--- src/rtl/regfile_dump_pkg.sv ---
// -----------------------------------------------------------------------------
// regfile_dump_pkg
// Shared definitions for the register-file dump reader and its neighbours.
//   REG_ADDR_W    : architectural register index width
//   REG_DATA_W    : architectural register data width
//   NUM_ARCH_REGS : number of architectural registers
//   dump_state_e  : dump sequencer states
//   first_addr()  : first swept address, given the skip-r0 option
// -----------------------------------------------------------------------------
package regfile_dump_pkg;

    localparam int unsigned REG_ADDR_W    = 5;
    localparam int unsigned REG_DATA_W    = 32;
    localparam int unsigned NUM_ARCH_REGS = 32;

    typedef enum logic [1:0] {
        StIdle,
        StFetch,
        StSend,
        StDone
    } dump_state_e;

    // r0 is hard-wired zero, so a sweep may optionally start at r1.
    function automatic int unsigned first_addr(input int unsigned skip_zero);
        return (skip_zero != 0) ? 1 : 0;
    endfunction

endpackage

--- src/rtl/regfile_dump.sv ---
// -----------------------------------------------------------------------------
// regfile_dump
// Sequential reader for the register file. A Start pulse in IDLE walks every
// register address on one combinational read port and streams each value,
// tagged with its index, over a valid/ready channel.
//
// Ports:
//   i_clk           : clock, rising edge
//   i_rst           : asynchronous active-high reset, forces IDLE, outputs 0
//   i_start         : dump request, sampled only in IDLE
//   o_read_register : address driven to the register-file read port
//   i_read_data     : combinational read data for o_read_register
//   o_dump_data     : register value offered
//   o_dump_addr     : index of o_dump_data
//   o_dump_valid    : o_dump_data / o_dump_addr valid
//   i_dump_ready    : consumer accepts when high together with o_dump_valid
//   o_busy          : high from the cycle after Start until DONE exits
//   o_done          : one-cycle pulse after the last register is accepted
// -----------------------------------------------------------------------------
module regfile_dump
    import regfile_dump_pkg::*;
#(
    parameter int unsigned NUM_REGS  = NUM_ARCH_REGS,
    parameter int unsigned ADDR_W    = REG_ADDR_W,
    parameter int unsigned DATA_W    = REG_DATA_W,
    parameter int unsigned SKIP_ZERO = 0
) (
    input  logic              i_clk,
    input  logic              i_rst,
    input  logic              i_start,
    output logic [ADDR_W-1:0] o_read_register,
    input  logic [DATA_W-1:0] i_read_data,
    output logic [DATA_W-1:0] o_dump_data,
    output logic [ADDR_W-1:0] o_dump_addr,
    output logic              o_dump_valid,
    input  logic              i_dump_ready,
    output logic              o_busy,
    output logic              o_done
);

    localparam logic [ADDR_W-1:0] FIRST_ADDR = ADDR_W'(first_addr(SKIP_ZERO));
    localparam logic [ADDR_W-1:0] LAST_ADDR  = ADDR_W'(NUM_REGS - 1);

    dump_state_e       r_state;
    logic [ADDR_W-1:0] r_read_register;
    logic [DATA_W-1:0] r_dump_data;
    logic [ADDR_W-1:0] r_dump_addr;
    logic              r_dump_valid;
    logic              r_busy;
    logic              r_done;

    logic              w_handshake;
    logic              w_last;

    assign w_handshake = r_dump_valid & i_dump_ready;
    // Stopping on the last index keeps the counter from ever wrapping to NUM_REGS.
    assign w_last      = (r_read_register == LAST_ADDR);

    always_ff @(posedge i_clk or posedge i_rst) begin
        if (i_rst) begin
            r_state         <= StIdle;
            r_read_register <= '0;
            r_dump_data     <= '0;
            r_dump_addr     <= '0;
            r_dump_valid    <= 1'b0;
            r_busy          <= 1'b0;
            r_done          <= 1'b0;
        end else begin
            unique case (r_state)
                StIdle: begin
                    if (i_start) begin
                        r_read_register <= FIRST_ADDR;
                        r_busy          <= 1'b1;
                        r_state         <= StFetch;
                    end
                end
                StFetch: begin
                    // Address has been stable for a full cycle; sample the read port.
                    r_dump_data  <= i_read_data;
                    r_dump_addr  <= r_read_register;
                    r_dump_valid <= 1'b1;
                    r_state      <= StSend;
                end
                StSend: begin
                    if (w_handshake) begin
                        r_dump_valid <= 1'b0;
                        if (w_last) begin
                            r_done  <= 1'b1;
                            r_state <= StDone;
                        end else begin
                            r_read_register <= r_read_register + ADDR_W'(1);
                            r_state         <= StFetch;
                        end
                    end
                end
                StDone: begin
                    r_done  <= 1'b0;
                    r_busy  <= 1'b0;
                    r_state <= StIdle;
                end
                default: begin
                    r_state <= StIdle;
                end
            endcase
        end
    end

    assign o_read_register = r_read_register;
    assign o_dump_data     = r_dump_data;
    assign o_dump_addr     = r_dump_addr;
    assign o_dump_valid    = r_dump_valid;
    assign o_busy          = r_busy;
    assign o_done          = r_done;

    // An offered beat is never withdrawn or altered before it is accepted.
    property p_hold_until_accepted;
        @(posedge i_clk) disable iff (i_rst)
        (o_dump_valid && !i_dump_ready) |=>
            (o_dump_valid && $stable(o_dump_data) && $stable(o_dump_addr));
    endproperty
    a_hold_until_accepted: assert property (p_hold_until_accepted);

    property p_addr_in_range;
        @(posedge i_clk) disable iff (i_rst)
        o_read_register <= LAST_ADDR;
    endproperty
    a_addr_in_range: assert property (p_addr_in_range);

endmodule

--- config.mk ---
export PLATFORM = sky130hd
export DESIGN_NAME = regfile_dump
export DESIGN_NICKNAME = d
export VERILOG_FILES = /design/src/rtl/regfile_dump_pkg.sv /design/src/rtl/regfile_dump.sv
export SDC_FILE = /design/constraint.sdc
export NUM_CORES = 1
export LEC_CHECK = 0
export CAP_MARGIN = 10
export CORE_UTILIZATION = 45
export DETAILED_ROUTE_END_ITERATION = 10
export PLACE_DENSITY = 0.84
export SETUP_SLACK_MARGIN = 0.05
export SLEW_MARGIN = 20
export SYNTH_ARGS = -nofsm -noshare
export SYNTH_HDL_FRONTEND = slang
export SYNTH_SLANG_ARGS = --single-unit
--- constraint.sdc ---
create_clock -name i_clk -period 4.2 [get_ports i_clk]
set_input_delay 0.84 -clock i_clk [delete_from_list [all_inputs] [get_ports i_clk]]
set_output_delay 0.84 -clock i_clk [all_outputs]
set_load 0.01 [all_outputs]
# Word-level counts from Yosys, hierarchy flattened
# Index checks and enable logic that the tools add are counted.
# W data, S select, Z words.
# totals
mem_bits_rw	0
latch_bits	0
n_memories	0
register_bits	47
out_inout_bits	45
word_cells	42
in_bits	36
romBits	0
# classes
n_shift	0
muxes	15
magnitude_cmp	0
bitwise	1
addsub	1
eq_ne	8
n_reduce_logical	10
mul	0
div_mod_pow	0
# op_table
op	count
$mux W5	3
$pmux W5 S2	1
$ne A2 B2 Y1 const B	4
$pmux W2 S4	1
$reduce_bool A2 Y1	4
$mux W2	3
$pmux W1 S2	3
$reduce_and A2 Y1	3
$add A5 B1 Y5 const B	1
$eq A5 B5 Y1 const B	1
$eq A2 B2 Y1 const B	2
$mux W1	4
$reduce_and A4 Y1	1
$reduce_and A3 Y1	1
$eq A2 B1 Y1 const B	1
$logic_not A2 Y1	1
$and A1 B1 Y1	1

# Logic depth before layout (Yosys ltp)
# depth
ltp_word	4
mapped_depth	6
ltp_nobuf	6

# Worst setup path after synthesis
# No wires, ideal clock.
# synth_path
kind	flip-flop to flip-flop
startpoint	reg r_read_register[0], in the netlist o_read_register[0]
endpoint	reg r_read_register[3], in the netlist o_read_register[3]
required_time_ps	4131
slack_ps	2278
period_less_slack_ps	1922
arrival_ps	1853
path_buffers	0
stages_incl_launch_ff	7
setup_ps	69
path_cell_list	dfrtp_1 -> ha_1 -> and3_1 -> ha_1 -> nand3b_2 -> or4_1 -> nand3_1
# synth_via
elab_chain_len	4
elab_cells_between_ends	7
classes_between	add/sub (1); eq/ne (2); mux (3); reduce/logical (1)
# synth_lines
item	line_no	rtl
start, declared	regfile_dump.sv:45	logic [ADDR_W-1:0] r_read_register;
start signal, assigned	regfile_dump.sv:91	r_read_register <= r_read_register + ADDR_W'(1);
$add A5 B1 Y5	regfile_dump.sv:91	
$mux W5	regfile_dump.sv:87	if (w_last) begin
$mux W5	regfile_dump.sv:85	if (w_handshake) begin
$pmux W5 S2	regfile_dump.sv:69	unique case (r_state)
# Several ways; a longest one is shown, not always the timed one. The select of a mux whose other input is x is not followed.
# A chain may end at the register's enable or synchronous reset.

# Worst setup path after layout
# layout_path
startpoint	reg r_dump_valid, in the netlist o_dump_valid
endpoint	out o_dump_valid
# layout_rtl
item	line_no	rtl
start, declared	regfile_dump.sv:48	logic r_dump_valid;
start signal, assigned	regfile_dump.sv:65	r_dump_valid <= 1'b0;
start signal, assigned	regfile_dump.sv:81	r_dump_valid <= 1'b1;
start signal, assigned	regfile_dump.sv:86	r_dump_valid <= 1'b0;
end, declared	regfile_dump.sv:35	output logic o_dump_valid,
# No word-level cell between the ends.

==> Flow_metrics.wiki <==
{| class="wikitable"
! Metric !! Value
|-
| Timing-limited maximum frequency || 0.4500 GHz
|-
| Critical-path top delay cell || clkdlybuf4s50_1
|-
| Number of top-level pins || 81
|-
| Leakage power total || 1.310 nW
|-
| Run status || finished, final reports clean
|-
| Critical path required time || 3360 ps
|-
| Endpoint of the most critical register-to-register path || o_read_register[3]$_DFFE_PP0P_
|-
| Overall routing resource usage || 20.09%
|-
| Row Count || 23
|-
| DR WL/cell || 16.66 um
|-
| Top FF cell, synth || dfrtp_1
|-
| Count of cell types in the netlist || 27
|-
| Clock tree from TritonCTS || done
|-
| Worst reg2reg path depth || 6
|-
| Register area share after synthesis || 61.20%
|-
| Total number of vias || 1450
|-
| Overall die height || 67.35 um
|-
| Total DRC errors in the routed layout || 0
|-
| Post-synth EDFFs || 0
|-
| Crit path from || o_dump_valid$_DFFE_PP0P_
|-
| Diode insertion count for antenna repair || 0
|-
| Number of clock sinks || 47
|-
| Critical-path maximum fanout || 8
|-
| Initial core utilization || 47.36%
|-
| Detailed Place HPWL || 3.132 mm
|-
| Critical Path Source Type || flip-flop
|-
| Synthesized instance count || 130
|-
| Avg Cell Area, Syn || 14.78 um^2
|-
| R2r setup slk || 2100 ps
|-
| Setup TNS after final layout || 0 ps
|-
| Data arrival time of the critical path || 1380 ps
|-
| Final Net Count || 249
|-
| Commonest cells post-synth || dfrtp_1 (47), mux2_2 (35), nand3_1 (8), nand2_1 (6)
|-
| Post-route clock period utilization || 52.91%
|-
| Worst slew margin relative to its limit || 29.82%
|-
| Clock edge transition at the registers on the reported setup and hold paths || 80 ps
|-
| Total number of yosys warnings || 0
|-
| RSZ-0062 raised after global routing || false
|-
| Count of max-cap constraint violations || 0
|-
| Largest net degree at the start of global routing || 48
|-
| Number of levels in the clock H-tree || 2
|-
| Clock tree root buffer cell || clkbuf_8
|-
| Final number of max-transition violations || 0
|-
| Post-synthesis cell type with the largest combined area || dfrtp_1
|-
| Global-route wire length before repair || 6.368 mm
|-
| Longest Clk Path Bufs || 2
|-
| PostCTS Resize Cnt || 0
|-
| Storage element area || 1176 um^2
|-
| Net Count, Synth || 168
|-
| Detailed-routed wire length on met3 || 360 um
|-
| Maximum clock skew at final layout || 6.013 ps
|-
| Final core utilization || 69.94%
|-
| Vias in the first global route || 1371
|-
| Number of buffers inserted by hold repair at cts || 0
|-
| Crit path max-delay family || buffers and inverters
|-
| Post-route met1 wirelength || 1.624 mm
|-
| Final min period || 2222 ps
|-
| Share of the synthesized area in the top cell type || 61.20%
|-
| Area enclosed by the die boundary || 4536 um^2
|-
| Count of nets left with antenna violations after detail routing || 0
|-
| Synth top area cells || dfrtp_1 (61%), mux2_2 (21%), nand3_1 (2.1%)
|-
| Antenna violations before repair || 0
|-
| Cells along the critical path || clkdlybuf4s50_1
|-
| Number of DRC violations after detailed-routing iteration 0 || 143
|-
| DR pass1 iterations || 4
|-
| Critical Path End || o_dump_valid
|-
| Clock buffer count from CTS || 5
|-
| Kind of critical path || reg -> out
|-
| Proportion of layout cells with a drive suffix above 1 || 22.64%
|-
| Horiz. Die Dim || 67.35 um
|-
| Sum of buffers and inverters on the critical path || 1
|-
| Total length of routed wires || 4.364 mm
|-
| Slew @ Worst Pin || 1051 ps
|-
| Levels on crit path || 1
|-
| Core box area || 4058 um^2
|-
| Library cell with the highest instance count after synthesis || dfrtp_1
|-
| Total of flip-flops plus latches after synthesis || 47
|-
| Ratio of total power to cell area || 277.3 nW/um^2
|-
| Area growth syn-to-layout || 47.66%
|-
| Grt ovf || 0
|-
| Final setup violation count || 0
|-
| Post-CTS setup-driven buffer insertion count || 0
|-
| Area occupied by multi-input gates || 690.7 um^2
|-
| Min-delay worst type || reg -> reg
|-
| Async SR Flop Fraction || 100.0%
|-
| Insertion delay of the later-clocked pin in the worst-skew pair || 300 ps
|-
| Via density per instance || 5.534
|-
| Final hold violation count || 0
|-
| Fillers || 271
|-
| IR drop worst, VDD || 0.0001969 V
|-
| Top layer used by detailed routing || met4
|-
| Slowest cell delay on critical path || 590 ps
|-
| Port Buffer Count || 80
|-
| Crit end category || primary output
|-
| Sum of met2 wire segment lengths after detailed routing || 2.239 mm
|-
| Worst R2R Start || o_read_register[0]$_DFFE_PP0P_
|-
| Weighted congestion at the end of routability-driven global placement || 0.9084
|-
| Post-synth design cell area || 1922 um^2
|}
## layer usage
layer  GRT usage (%)  vias up
met5               0        -
met2           33.00       85
met1           21.66      712
met4           8.777        0
met3           10.14       15
li1                -      638
## per-stage QoR
| step | setup WS (ps) | area (um^2) | instances | total power, mW | hold WS, ps |
|---|---|---|---|---|---|
| floorplan | 2244 | 1922 | 130 | 0.4680 | 539.5 |
| global placement | 1966 | 2738 | 254 | 0.5022 | 490.4 |
| detailed placement | 1914 | 2738 | 254 | 0.5039 | 495.1 |
| CTS | 1973 | 2838 | 262 | 0.7946 | 513.6 |
| global route | 1924 | 2838 | 262 | 0.8175 | 524.3 |
| finish | 1978 | 2838 | 262 | 0.7870 | 509.5 |
## cells by family (layout without fill, tap and decap cells)
family | after synthesis | in the layout | share of synthesized area, %
buffers and inverters | 8 | 90 | 2.864
adders and majority gates | 2 | 2 | 1.302
and+or+nand+nor | 23 | 23 | 7.488
AOI/OAI and AO/OA | 13 | 13 | 5.078
muxes | 37 | 37 | 22.07
DFF | 47 | 47 | 61.20
## layout by cell type (no fill, tap or decap), drive strengths merged, types with 2 or more instances in the layout
cell and n:
clkdlybuf4s50 80, dfrtp 47, mux2 37, nand3 8, clkbuf 8, nand2 6
nand4b 3, a21oi 3, o21bai 2, ha 2, inv 2
## final cells by class
type	count	share of cell area, %
well taps	50	2.205
flip-flops and latches	47	41.45
inverters	2	0.2646
repair buffers	80	28.22
multi-input cells	75	24.34
clock buffers	8	3.527
## power by group
part | internal, mW | switching, mW | leakage (nW)
logic | 0.0284 | 0.0137 | 0.612
clock network | 0.150 | 0.143 | 0.0515
registers | 0.452 | 0 | 0.647
## flip-flops by register name, summed over array words and instances (netlist names)
register,cells
o_dump_data,32
o_dump_addr,5
o_read_register,5
r_state,2
o_busy,1
o_done,1
o_dump_valid,1
## worst min-delay path by stage
stage,start,to,slack [ps],depth (start not counted)
after CTS,o_dump_data[30]$_DFFE_PP0P_,o_dump_data[30]$_DFFE_PP0P_,510,1
after global placement,o_dump_data[14]$_DFFE_PP0P_,o_dump_data[14]$_DFFE_PP0P_,490,1
after detailed placement,o_dump_data[23]$_DFFE_PP0P_,o_dump_data[23]$_DFFE_PP0P_,500,1
after global routing,o_dump_data[21]$_DFFE_PP0P_,o_dump_data[21]$_DFFE_PP0P_,520,1
after floorplan,o_busy$_DFFE_PP0P_,o_busy$_DFFE_PP0P_,540,1
final,o_dump_addr[1]$_DFFE_PP0P_,o_dump_addr[1]$_DFFE_PP0P_,510,1
Note: power is estimated with default switching activity, not from simulation.
